===== src/rtl/axis_packet_arbiter.sv =====
// Two-input AXI-Stream packet arbiter with round-robin contention handling.
// A granted requester owns the output until its packet ends; packets longer than NUMBER_OF_WORDS are split.
module axis_packet_arbiter #(
  parameter int C_AXIS_TDATA_WIDTH = 32,
  parameter int NUMBER_OF_WORDS    = 5
) (
  input  logic                            m00_axis_aclk,
  input  logic                            m00_axis_aresetn,
  input  logic                            s00_axis_tvalid,
  output logic                            s00_axis_tready,
  input  logic                            s00_axis_tlast,
  input  logic [C_AXIS_TDATA_WIDTH-1:0]   s00_axis_tdata,
  input  logic [C_AXIS_TDATA_WIDTH/8-1:0] s00_axis_tstrb,
  input  logic                            s01_axis_tvalid,
  output logic                            s01_axis_tready,
  input  logic                            s01_axis_tlast,
  input  logic [C_AXIS_TDATA_WIDTH-1:0]   s01_axis_tdata,
  input  logic [C_AXIS_TDATA_WIDTH/8-1:0] s01_axis_tstrb,
  output logic                            m00_axis_tvalid,
  input  logic                            m00_axis_tready,
  output logic                            m00_axis_tlast,
  output logic [C_AXIS_TDATA_WIDTH-1:0]   m00_axis_tdata,
  output logic [C_AXIS_TDATA_WIDTH/8-1:0] m00_axis_tstrb,
  output logic [1:0]                      grant,
  output logic                            error_len,
  output logic [15:0]                     pkt_count0,
  output logic [15:0]                     pkt_count1
);

  localparam logic [7:0] LAST_BEAT = 8'(NUMBER_OF_WORDS - 1);

  typedef enum logic [1:0] {IDLE, GRANT0, GRANT1} state_t;

  state_t     state, state_next;
  logic       last_grant;
  logic [7:0] beat_cnt;
  logic       src_last;
  logic       accept;
  logic       pkt_end;

  assign accept  = m00_axis_tvalid & m00_axis_tready;
  assign pkt_end = accept & m00_axis_tlast;

  // last_grant=1 means s01 owned the previous packet, so s00 wins the next tie
  always_comb begin
    state_next = state;
    case (state)
      IDLE: begin
        if (s00_axis_tvalid && s01_axis_tvalid) state_next = last_grant ? GRANT0 : GRANT1;
        else if (s00_axis_tvalid)               state_next = GRANT0;
        else if (s01_axis_tvalid)               state_next = GRANT1;
      end
      GRANT0, GRANT1: if (pkt_end) state_next = IDLE;
      default: state_next = IDLE;
    endcase
  end

  always_comb begin
    m00_axis_tvalid = 1'b0;
    m00_axis_tdata  = '0;
    m00_axis_tstrb  = '0;
    s00_axis_tready = 1'b0;
    s01_axis_tready = 1'b0;
    src_last        = 1'b0;
    grant           = 2'b00;
    case (state)
      GRANT0: begin
        m00_axis_tvalid = s00_axis_tvalid;
        m00_axis_tdata  = s00_axis_tdata;
        m00_axis_tstrb  = s00_axis_tstrb;
        s00_axis_tready = m00_axis_tready;
        src_last        = s00_axis_tlast;
        grant           = 2'b01;
      end
      GRANT1: begin
        m00_axis_tvalid = s01_axis_tvalid;
        m00_axis_tdata  = s01_axis_tdata;
        m00_axis_tstrb  = s01_axis_tstrb;
        s01_axis_tready = m00_axis_tready;
        src_last        = s01_axis_tlast;
        grant           = 2'b10;
      end
      default: ;
    endcase
    m00_axis_tlast = (state != IDLE) && (src_last || (beat_cnt == LAST_BEAT));
  end

  // A forced end (length limit hit without source tlast) latches error_len
  always_ff @(posedge m00_axis_aclk or negedge m00_axis_aresetn) begin
    if (!m00_axis_aresetn) begin
      state      <= IDLE;
      last_grant <= 1'b1;
      beat_cnt   <= '0;
      error_len  <= 1'b0;
      pkt_count0 <= '0;
      pkt_count1 <= '0;
    end else begin
      state <= state_next;
      if (pkt_end) begin
        beat_cnt   <= '0;
        last_grant <= (state == GRANT1);
        if (state == GRANT0) pkt_count0 <= pkt_count0 + 16'd1;
        else                 pkt_count1 <= pkt_count1 + 16'd1;
        if (!src_last) error_len <= 1'b1;
      end else if (accept) begin
        beat_cnt <= beat_cnt + 8'd1;
      end
    end
  end

endmodule


===== config.mk =====
export PLATFORM = sky130hd
export DESIGN_NAME = axis_packet_arbiter
export DESIGN_NICKNAME = d
export VERILOG_FILES = /design/src/rtl/axis_packet_arbiter.sv
export SDC_FILE = /design/constraint.sdc
export NUM_CORES = 1
export LEC_CHECK = 0
export ABC_CLOCK_PERIOD_IN_PS = 3000
export CAP_MARGIN = 20
export CORE_ASPECT_RATIO = 2
export CORE_MARGIN = 3
export CORE_UTILIZATION = 38
export DETAILED_ROUTE_END_ITERATION = 8
export PLACE_DENSITY_LB_ADDON = 0.3
export SYNTH_ARGS = -nofsm -noshare
export SYNTH_HDL_FRONTEND = slang
export SYNTH_SLANG_ARGS = --single-unit

===== constraint.sdc =====
create_clock -name m00_axis_aclk -period 3 [get_ports m00_axis_aclk]
set_clock_uncertainty 0.2 [all_clocks]
set_input_delay 0.6 -clock m00_axis_aclk [delete_from_list [all_inputs] [get_ports m00_axis_aclk]]
set_output_delay 0.6 -clock m00_axis_aclk [all_outputs]
set_load 0.005 [all_outputs]

* Yosys cells after proc, flatten, opt, wreduce, memory -nomap -nowiden
Cells that the tools add are included.
Word-level totals: word-level logic and storage cells 44, RAM bits 0, latch bits 0, input bits 79, memories kept 0, output and inout bits 75, memory bits (read-only) 0, register bits 44
Operators by class: equal/unequal tests 5, reduce and logical (&&, ||, !) cells 11, mux-type cells 15, divide/modulo/power cells 0, multiply operators 0, bitwise gates (word level) 4, shift operators 0, add/subtract/negate cells 3, magnitude comparators 0
Operators with widths (count):
- $pmux W32 S2 | 1
- $add A16 B1 Y16 const B | 2
- $mux W8 | 2
- $mux W2 | 5
- $add A8 B1 Y8 const B | 1
- $eq A8 B3 Y1 const B | 1
- $pmux W2 S2 | 2
- $pmux W4 S2 | 1
- $reduce_and A2 Y1 | 4
- $ne A4 B4 Y1 const B | 1
- $pmux W1 S2 | 2
- $reduce_bool A2 Y1 | 2
- $and A1 B1 Y1 | 2
- $eq A2 B1 Y1 const B | 1
- $eq A2 B2 Y1 const B | 1
- $logic_and A1 B1 Y1 | 2
- $logic_not A2 Y1 | 1
- $mux W1 | 2
- $ne A2 B2 Y1 const B | 1
- $not A1 Y1 | 2
- $reduce_or A2 Y1 | 1
- $logic_or A1 B1 Y1 | 1

* Logic depth before layout (Yosys ltp)
Gate-level depths: netlist of the first run.
word-level depth 7, mapped depth 8, mapped depth without buffers 8

* Worst setup path after synthesis of the first run
No wires, ideal clock.
path kind flip-flop to flip-flop, start register state[0], end register pkt_count0[1], slack 521 ps, stages on the path, launching flop included 7, clock period less this slack 2479 ps, arrival 2154 ps, cells stage by stage dfrtp_1 -> inv_1 -> ha_1 -> nand2_1 -> or3b_2 -> nor3_2 -> mux2_2
Between the ends: word-level cells in the longest chain between the ends 6, elaborated cells between the ends (all ways) 10, those cells by class eq/ne: 2; mux: 2; bitwise: 2; reduce/logical: 4
RTL lines:
- from (decl) | line 34 | state_t state, state_next;
- from (signal assigned) | line 98 | state <= state_next;
- $eq A2 B2 Y1 or $eq A2 B1 Y1 (tied branches) | line 66, 102
- $pmux W1 S2 | line 66 | case (state)
- $logic_or A1 B1 Y1 | line 85 | m00_axis_tlast = (state != IDLE) && (src_last || (beat_cnt == LAST_BEAT));
- $logic_and A1 B1 Y1 | line 85
- $and A1 B1 Y1 | line 42 | assign pkt_end = accept & m00_axis_tlast;
- $reduce_and A2 Y1 (no line) (*)
- to (signal assigned) | line 102 | if (state == GRANT0) pkt_count0 <= pkt_count0 + 16'd1;
- to (decl) | line 26 | output logic [15:0] pkt_count0,
Mark *: on every way between the ends. The rest lies on a longest branch, timed or not. A chain may end at the register's enable or synchronous reset.

* Worst setup path after layout of the first run
start input port s00_axis_tlast, end output port m00_axis_tlast
Between the ends: word-level cells in the longest chain between the ends 3
RTL lines:
- from (decl) | line 11 | input logic s00_axis_tlast,
- $pmux W1 S2 | line 66
- $logic_or A1 B1 Y1 | line 85
- $logic_and A1 B1 Y1 | line 85
- to (decl) | line 21 | output logic m00_axis_tlast,
Every way passes these cells.

==> results of run 1 <==
[worst max-delay path by stage]
stage | startpoint | end | slack, ns | cells after the start
floorplan | state[0]$_DFFE_PN0P_ | pkt_count0[1]$_DFFE_PN0P_ | 0.52 | 6
global placement | s00_axis_tlast | m00_axis_tlast | 0.001 | 6
detailed placement | s00_axis_tlast | m00_axis_tlast | -0.03 | 6
CTS | s00_axis_tlast | m00_axis_tlast | 0.002 | 6
global route | state[1]$_DFFE_PN0P_ | m00_axis_tdata[5] | 0.004 | 6
finish | s00_axis_tlast | m00_axis_tlast | 0.07 | 6
[cell type report]
cell class	instances	area share [%]
flip-flops and latches	44	24.35
well taps	88	2.426
clock buffers	6	2.840
clock inverters	2	0.7720
inverters	10	0.8271
multi-input cells	222	33.00
repair buffers	165	35.79
[sequential cells by signal (all words and copies together) (netlist names)]
signal	flops
pkt_count0	16
pkt_count1	16
beat_cnt	8
state	2
error_len	1
last_grant	1
[power groups by stage]
stage | clock network [µW] | logic (µW) | registers [µW]
finish | 615 | 1500 | 732
global placement | 0 | 1420 | 725
floorplan | 0 | 723 | 713
detailed placement | 0 | 1440 | 730
global route | 651 | 1640 | 744
CTS | 620 | 1510 | 726
[logic make-up after synthesis]
logic type               after synthesis  share of synthesized area [%]
XOR/XNOR                              32                          10.56
adder cells (fa/ha/maj)                9                          4.241
AO/OA/AOI/OAI                         54                          15.50
buffers and inverters                 25                          3.581
multiplexers                           3                          1.272
AND/OR/NAND/NOR                      124                          23.33
flip-flops                            44                          41.52
[layout by cell type, fill, tap and decap left out, types with 6 or more instances in the layout]
cell             instances
buf_4                   10
xnor2_1                 23
xor2_1                   9
a22oi_1                 37
nand4_1                 11
clkdlybuf4s50_1        152
ha_1                     6
nor2_1                  49
inv_1                    7
nand3_1                  7
nand2_1                 28
dfrtp_1                 41
[layer usage]
metal	GRT usage, %	up-vias	wire length (µm)
met3	6.600	10	741
met1	22.13	1372	3033
li1	-	1340	-
met4	7.457	0	154
met2	40.22	141	4628
met5	0	-	0
[per-stage QoR]
stage               power, µW  std cells  setup slack [ns]  instance area [µm²]
global placement         2148        529          0.001299                 4324
floorplan                1436        291            0.5209                 2655
global route             3037        537          0.003826                 4538
finish                   2851        537           0.06860                 4538
detailed placement       2175        529          -0.03175                 4324
CTS                      2853        537          0.001962                 4521
[timing repair]
| item | in CTS | in global routing |
|---|---|---|
| hold buffers | 0 | 0 |
| gates cloned | 0 | 0 |
| setup endpoints to repair | 27 | 6 |
| resized for setup | 10 | 4 |
| pin swaps | 0 | 1 |
==> results.toml, run 1 <==
[outcome]
status = "finished, final reports clean"

[sta]
min_period_over_period_pct = 97.71
finalSetupViolations = 0
period_minus_slack_ns = 2.931
tightest_slew_ns = 0.9610
rsz0062_at_grt = "no"
hold_slack_ns = 0.2630
hold_violations = 0
fin_tns_setup_ns = 0
finalMaxSlewViolations = 0
max_freq_mhz = 341.1
slew_headroom_pct = 35.93

[power]
p_int_uw = 1833
pwr-share-clk_pct = 21.6
comb_power_share_pct = 52.8
vdd_drop_max_mv = 0.6673
cellPowerDensity_nw_per_um2 = 628.2
power.switching_uw = 1018
p_seq_share_pct = 25.7
p_leak_uw = 0.001845
switching_share_pct = 35.70

[global_routing]
grt_pass1_vias = 3005
track_usage_pct = 21.69
grt_max_degree = 45
gr-total-overflow = 0
grt_pass1_wl_um = 13950
antenna_found_initial = 0

[clocking]
insertion_delay_ns = 0.29
cts_inserted_buffers = 5
clock-sinks = 44
clockRootBuffer = "clkbuf_16"
htreeDepth = 2
cts_setup_buffers = 0
clk_pin_slew_ns = 0.06
cts_tree = "done"
clock_path_buffers = 2

[setup_path]
crit_required_ns = 2.20
r2r_cells = 7
cp_max_fo = 2
cp-end-kind = "primary output"
crit_arrival_ns = 2.13
rrSetupSlack_ns = 0.40
reg2reg_to = "pkt_count1[10]$_DFFE_PN0P_"
crit_path_cell_trace = "clkdlybuf4s50_1 -> a22o_1 -> a32oi_2 -> or2_4 -> inv_2 -> clkdlybuf4s50_1"
slowest_delay_ns = 0.49
worstReg2RegStart = "state[0]$_DFFE_PN0P_"
cp_num_buf_inv = 3
critPathKind = "input port to primary output"
critical-path-top-delay-family = "buffers and inverters"
critical_path.startpoint_type = "input port"
cp_common_cell = "clkdlybuf4s50_1"
slowest_stage = "clkdlybuf4s50_1"

[logic_synthesis]
syn_inst = 291
synth.most_common_cell = "nor2_1"
ys.warnings.count = 0
dominantRegCellSynth = "dfrtp_1"
yosysTopAreaCell = "dfrtp_1"
synth_seq_area_share_pct = 41.52
synth-seq-cells = 44
syn_nets = 379
ys_top_cells_by_area = "dfrtp_1 (41%), a22oi_1 (10%), xnor2_1 (7.6%)"
synth_common_cells = "nor2_1 (49), dfrtp_1 (43), a22oi_1 (37)"
syn_area_um2 = 2655
synth-edff-count = 0
yosys.area.top_type_share_pct = 40.53
yosysUniqueCellTypes = 39
async_reset_ff_share_pct = 100.0
syn_area_per_cell_um2 = 9.124

[detailed_routing]
viasPerCell = 5.331
drt_iter0_markers = 114
dr.pass1.iters = 4
vias = 2863
ant_nets = 0
wl_um = 8558
drc_errors = 0
wl_per_cell_um = 15.94

[floorplanning]
core_region_area_um2 = 6726
pin_count = 154
die-area_um2 = 8087
die_w_um = 65.11
num_rows = 42
start_util_pct = 39.47
die_y_um = 124.2

[cells_and_area]
multi_input_area_um2 = 1498
utilization_pct = 67.47
fillers = 564
antenna_cells = 0
area_growth_pct = 70.92
drive_gt1_share_pct = 9.131
seq_area_um2 = 1105
fin_nets = 536

[placed_design]
routabilityCongestion = 0.7839
io_buffers = 153
hpwl_um = 6760

[hold_path]
hold_class = "input port to async pin"

[flow_run]
maxCapViolCount = 0
Note: power is estimated with default switching activity, not from simulation.
==> run 2: changes to the inputs <==
Settings changed: CORE_ASPECT_RATIO 2 to unset.
==> results.toml, run 2 (same netlist as run 1, synthesis figures left out) <==
[cells_and_area]
reg_top3 = "pkt_count0: 16 flops, pkt_count1: 16 flops, beat_cnt: 8 flops"
antenna_cells = 0
drive_gt1_share_pct = 9.868
fin_nets = 543
final_common_cell = "clkdlybuf4s50_1"
final_cell_mix = "clkdlybuf4s50_1 (151), nor2_1 (49), dfrtp_1 (42)"
utilization_pct = 68.72
area_growth_pct = 69.98
fillers = 523

[clocking]
clock-sinks = 44
htreeDepth = 2
clock_path_buffers = 2
insertion_delay_ns = 0.29
clk_pin_slew_ns = 0.08
cts_tree = "done"
clockRootBuffer = "clkbuf_8"
ctsHoldBuffers = 0
cts_inserted_buffers = 5

[sta]
setup_slack_ns = 0.1485
rsz0062_at_grt = "no"
slew_headroom_pct = 37.02
finalSetupViolations = 0
max_freq_mhz = 350.7
min_period_over_period_pct = 95.05
hold_violations = 0
tightest_slew_ns = 0.9446
finalMaxSlewViolations = 0
hold_slack_ns = 0.2511
period_minus_slack_ns = 2.852

[detailed_routing]
route.met3.wl_um = 448
met1_length_um = 3392
top_layer_used = "met4"
drc_errors = 0
wl_um = 8472
route.met2.wl_um = 4532
vias = 2798
ant_nets = 0
dr.pass1.iters = 5
viasPerCell = 5.097
wl_per_cell_um = 15.43
drt_iter0_markers = 132

[floorplanning]
core_region_area_um2 = 6568
die-area_um2 = 8026
num_rows = 29
start_util_pct = 40.43
die_y_um = 89.59
die_w_um = 89.59
pin_count = 154

[setup_path]
crit_arrival_ns = 2.05
critical-path-top-delay-family = "buffers and inverters"
slowest_stage = "clkdlybuf4s50_1"
rrSetupSlack_ns = 0.23
cp_max_fo = 39
critical_path.startpoint_type = "register"
crit_required_ns = 2.20
critPathKind = "register to primary output"
cp-end-kind = "primary output"
slowest_delay_ns = 0.56
cp_num_buf_inv = 4
crit_path_cell_trace = "inv_2 -> ha_4 -> inv_1 -> buf_6 -> nor2_1 -> clkdlybuf4s50_1"

[placed_design]
routabilityCongestion = 0.8220
io_buffers = 153
dp_slack_ns = -0.001812
hpwl_um = 6733

[global_routing]
track_usage_pct = 20.39
grt_pass1_vias = 2764
grt_pass1_wl_um = 12940
antenna_found_initial = 0
grt_max_degree = 45
gr-total-overflow = 0

[flow_run]
maxCapViolCount = 0

[outcome]
status = "finished, final reports clean"

[power]
vdd_drop_max_mv = 0.4082
cellPowerDensity_nw_per_um2 = 580.7
p_total_uw = 2621
p_leak_uw = 0.001863

[hold_path]
hold_class = "input port to async pin"
## run 2: area by class of cell
type                    count  area [µm²]  share of cell area [%]
repair buffers            172        1675                   37.12
multi-input cells         222        1495                   33.13
flip-flops and latches     44        1104                   24.45
well taps                  93       116.4                   2.578
clock buffers               7       76.32                   1.691
inverters                  10       37.54                  0.8317
clock inverters             1       8.758                  0.1941
## run 2: metrics by stage
step,setup TNS [ns],cells,area (µm²)
after global placement,0,535,4338
after CTS,0,548,4472
after global routing,0,549,4513
final,0,549,4513
after detailed placement,-0.001812,535,4338
after floorplan,0,291,2655
## run 2: final timing paths
check / cells past startpoint / from / to
worst max-delay path: 6 / state[0]$_DFFE_PN0P_ / m00_axis_tstrb[2]
worst min-delay path: 1 / m00_axis_aresetn / pkt_count1[7]$_DFFE_PN0P_
worst max register to register: 8 / state[0]$_DFFE_PN0P_ / pkt_count1[10]$_DFFE_PN0P_
worst min register to register: 1 / error_len$_DFFE_PN0P_ / error_len$_DFFE_PN0P_
max in group asynchronous: 1 / m00_axis_aresetn / state[0]$_DFFE_PN0P_
min in group m00_axis_aclk: 1 / error_len$_DFFE_PN0P_ / error_len$_DFFE_PN0P_
## run 2: repair_timing
action,in CTS,in global routing
setup endpoints to repair,38,38
pin swaps,1,1
gates resized for setup,4,7
buffers inserted,5,1
## run 2: power by group
group	total [µW]	leakage, µW	switching [µW]	internal [µW]
clock	355	0.0000424	188	166
sequential	720	0.000591	67.8	653
combinational	1550	0.00123	740	806
## run 2: layer usage
layer  GRT usage (%)  vias up
met5               0        -
met4           4.736        0
met3           4.927        9
met2           36.17       96
met1           24.89     1331
li1                -     1362
==> run 3: changes to the inputs <==
Settings changed: ABC_CLOCK_PERIOD_IN_PS 3000 to 3510, CORE_UTILIZATION 38 to 41.
Clock period 3 ns to 3.51 ns, I/O delays scaled along.
==> results.toml, run 3 (same netlist as run 1, synthesis figures left out) <==
[sta]
slew_headroom_pct = 36.16
hold_violations = 0
rsz0062_at_grt = "no"
min_period_over_period_pct = 92.66
period_minus_slack_ns = 3.253
max_freq_mhz = 307.5
finalSetupViolations = 0
tightest_slew_ns = 0.9575
finalMaxSlewViolations = 0
fin_tns_setup_ns = 0

[placed_design]
io_buffers = 153
dpl.cell_count = 510
hpwl_um = 6520
place_area_um2 = 4263
routabilityCongestion = 0.7997

[clocking]
clock-sinks = 44
cts_tree = "done"
cts_inserted_buffers = 5
clk_pin_slew_ns = 0.09
ctsHoldBuffers = 0
clockRootBuffer = "clkbuf_8"
insertion_delay_ns = 0.30
cts_setup_buffers = 0
htreeDepth = 2
clock_path_buffers = 2
cts.repair.resized = 0

[flow_run]
maxCapViolCount = 0

[setup_path]
reg2reg_to = "pkt_count1[10]$_DFFE_PN0P_"
cp_max_fo = 4
crit_required_ns = 2.61
critical_path.startpoint_type = "input port"
crit_path_cell_trace = "clkdlybuf4s50_1 -> a22o_1 -> a32oi_2 -> or2_2 -> inv_1 -> clkdlybuf4s50_1"
critPathKind = "input port to primary output"
cp-end-kind = "primary output"
worstReg2RegStart = "state[0]$_DFFE_PN0P_"
r2r_cells = 8
critical-path-top-delay-family = "buffers and inverters"
slowest_delay_ns = 0.49
cp_common_cell = "clkdlybuf4s50_1"
cp_num_buf_inv = 3
slowest_stage = "clkdlybuf4s50_1"
rrSetupSlack_ns = 0.55
crit_arrival_ns = 2.35

[floorplanning]
core_region_area_um2 = 6096
die_y_um = 86.47
num_rows = 28
die-area_um2 = 7477
pin_count = 154
die_w_um = 86.47
start_util_pct = 43.56

[cells_and_area]
final_common_cell = "clkdlybuf4s50_1"
area_growth_pct = 65.13
antenna_cells = 0
fin_nets = 530
stdcell_count = 518
fillers = 477
final_cell_mix = "clkdlybuf4s50_1 (152), nor2_1 (49), dfrtp_1 (43)"
final_area_um2 = 4384
drive_gt1_share_pct = 6.321
reg_top3 = "pkt_count0: 16 flops, pkt_count1: 16 flops, beat_cnt: 8 flops"
utilization_pct = 71.92

[detailed_routing]
ant_nets = 0
vias = 2783
drc_errors = 0
wl_um = 8437
viasPerCell = 5.373
dr.pass1.iters = 4
drt_iter0_markers = 186
wl_per_cell_um = 16.29

[global_routing]
track_usage_pct = 22.46
grt_pass1_wl_um = 13340
antenna_found_initial = 0
gr-total-overflow = 0
grt_pass1_vias = 2747
grt_max_degree = 45

[outcome]
status = "finished, final reports clean"

[power]
cellPowerDensity_nw_per_um2 = 504.7
vdd_drop_max_mv = 0.6134
p_leak_uw = 0.001796

[hold_path]
hold_depth = 1
hold_class = "register to register"
min_to = "pkt_count0[15]$_DFFE_PN0P_"
hold_start = "pkt_count0[15]$_DFFE_PN0P_"
-- run 3: layout make-up --
class	instances	area [µm²]	share of cell area, %
clock buffers	6	82.58	1.884
clock inverters	2	38.79	0.8847
inverters	10	37.54	0.8562
multi-input cells	222	1458	33.25
flip-flops and latches	44	1102	25.14
well taps	75	93.84	2.140
repair buffers	159	1572	35.84
-- run 3: per-stage QoR --
step	total power [µW]	hold slack, ns	worst slack (ns)
global placement	1795	0.2391	0.2783
floorplan	1227	0.2064	1.023
CTS	2228	0.2735	0.2568
detailed placement	1815	0.2574	0.2601
finish	2213	0.2726	0.2575
global route	2367	0.2921	0.1385
-- run 3: worst max-delay path by stage --
stage                              end  slack [ns]            startpoint  cells past startpoint
finish                  m00_axis_tlast        0.26        s00_axis_tlast                      6
global placement        m00_axis_tlast        0.28        s00_axis_tlast                      6
global route        m00_axis_tdata[25]        0.14  state[0]$_DFFE_PN0P_                      6
floorplan           m00_axis_tdata[10]        1.02  state[0]$_DFFE_PN0P_                      6
CTS                     m00_axis_tlast        0.26        s00_axis_tlast                      6
detailed placement      m00_axis_tlast        0.26        s00_axis_tlast                      6
-- run 3: worst reg2reg max path, cell delays in order (launching register included) --
cell     delay [ns]
dfrtp_1        0.44
inv_1          0.13
ha_1           0.19
buf_4          0.38
nand4_1        0.20
nor4_1         0.35
or4b_1         0.61
nor3_2         0.24
xor2_1         0.16
-- run 3: where the power goes --
group          switching [µW]  internal (µW)  leakage (µW)
clock network             171            233     0.0000614
logic                     599            596       0.00114
registers                57.6            557      0.000593
-- run 3: routing by layer --
metal	share of wire, %	GRT usage (%)
met1	41	28.72
met2	51	37.07
met3	6.3	6.179
met4	1.9	6.799
met5	0	0
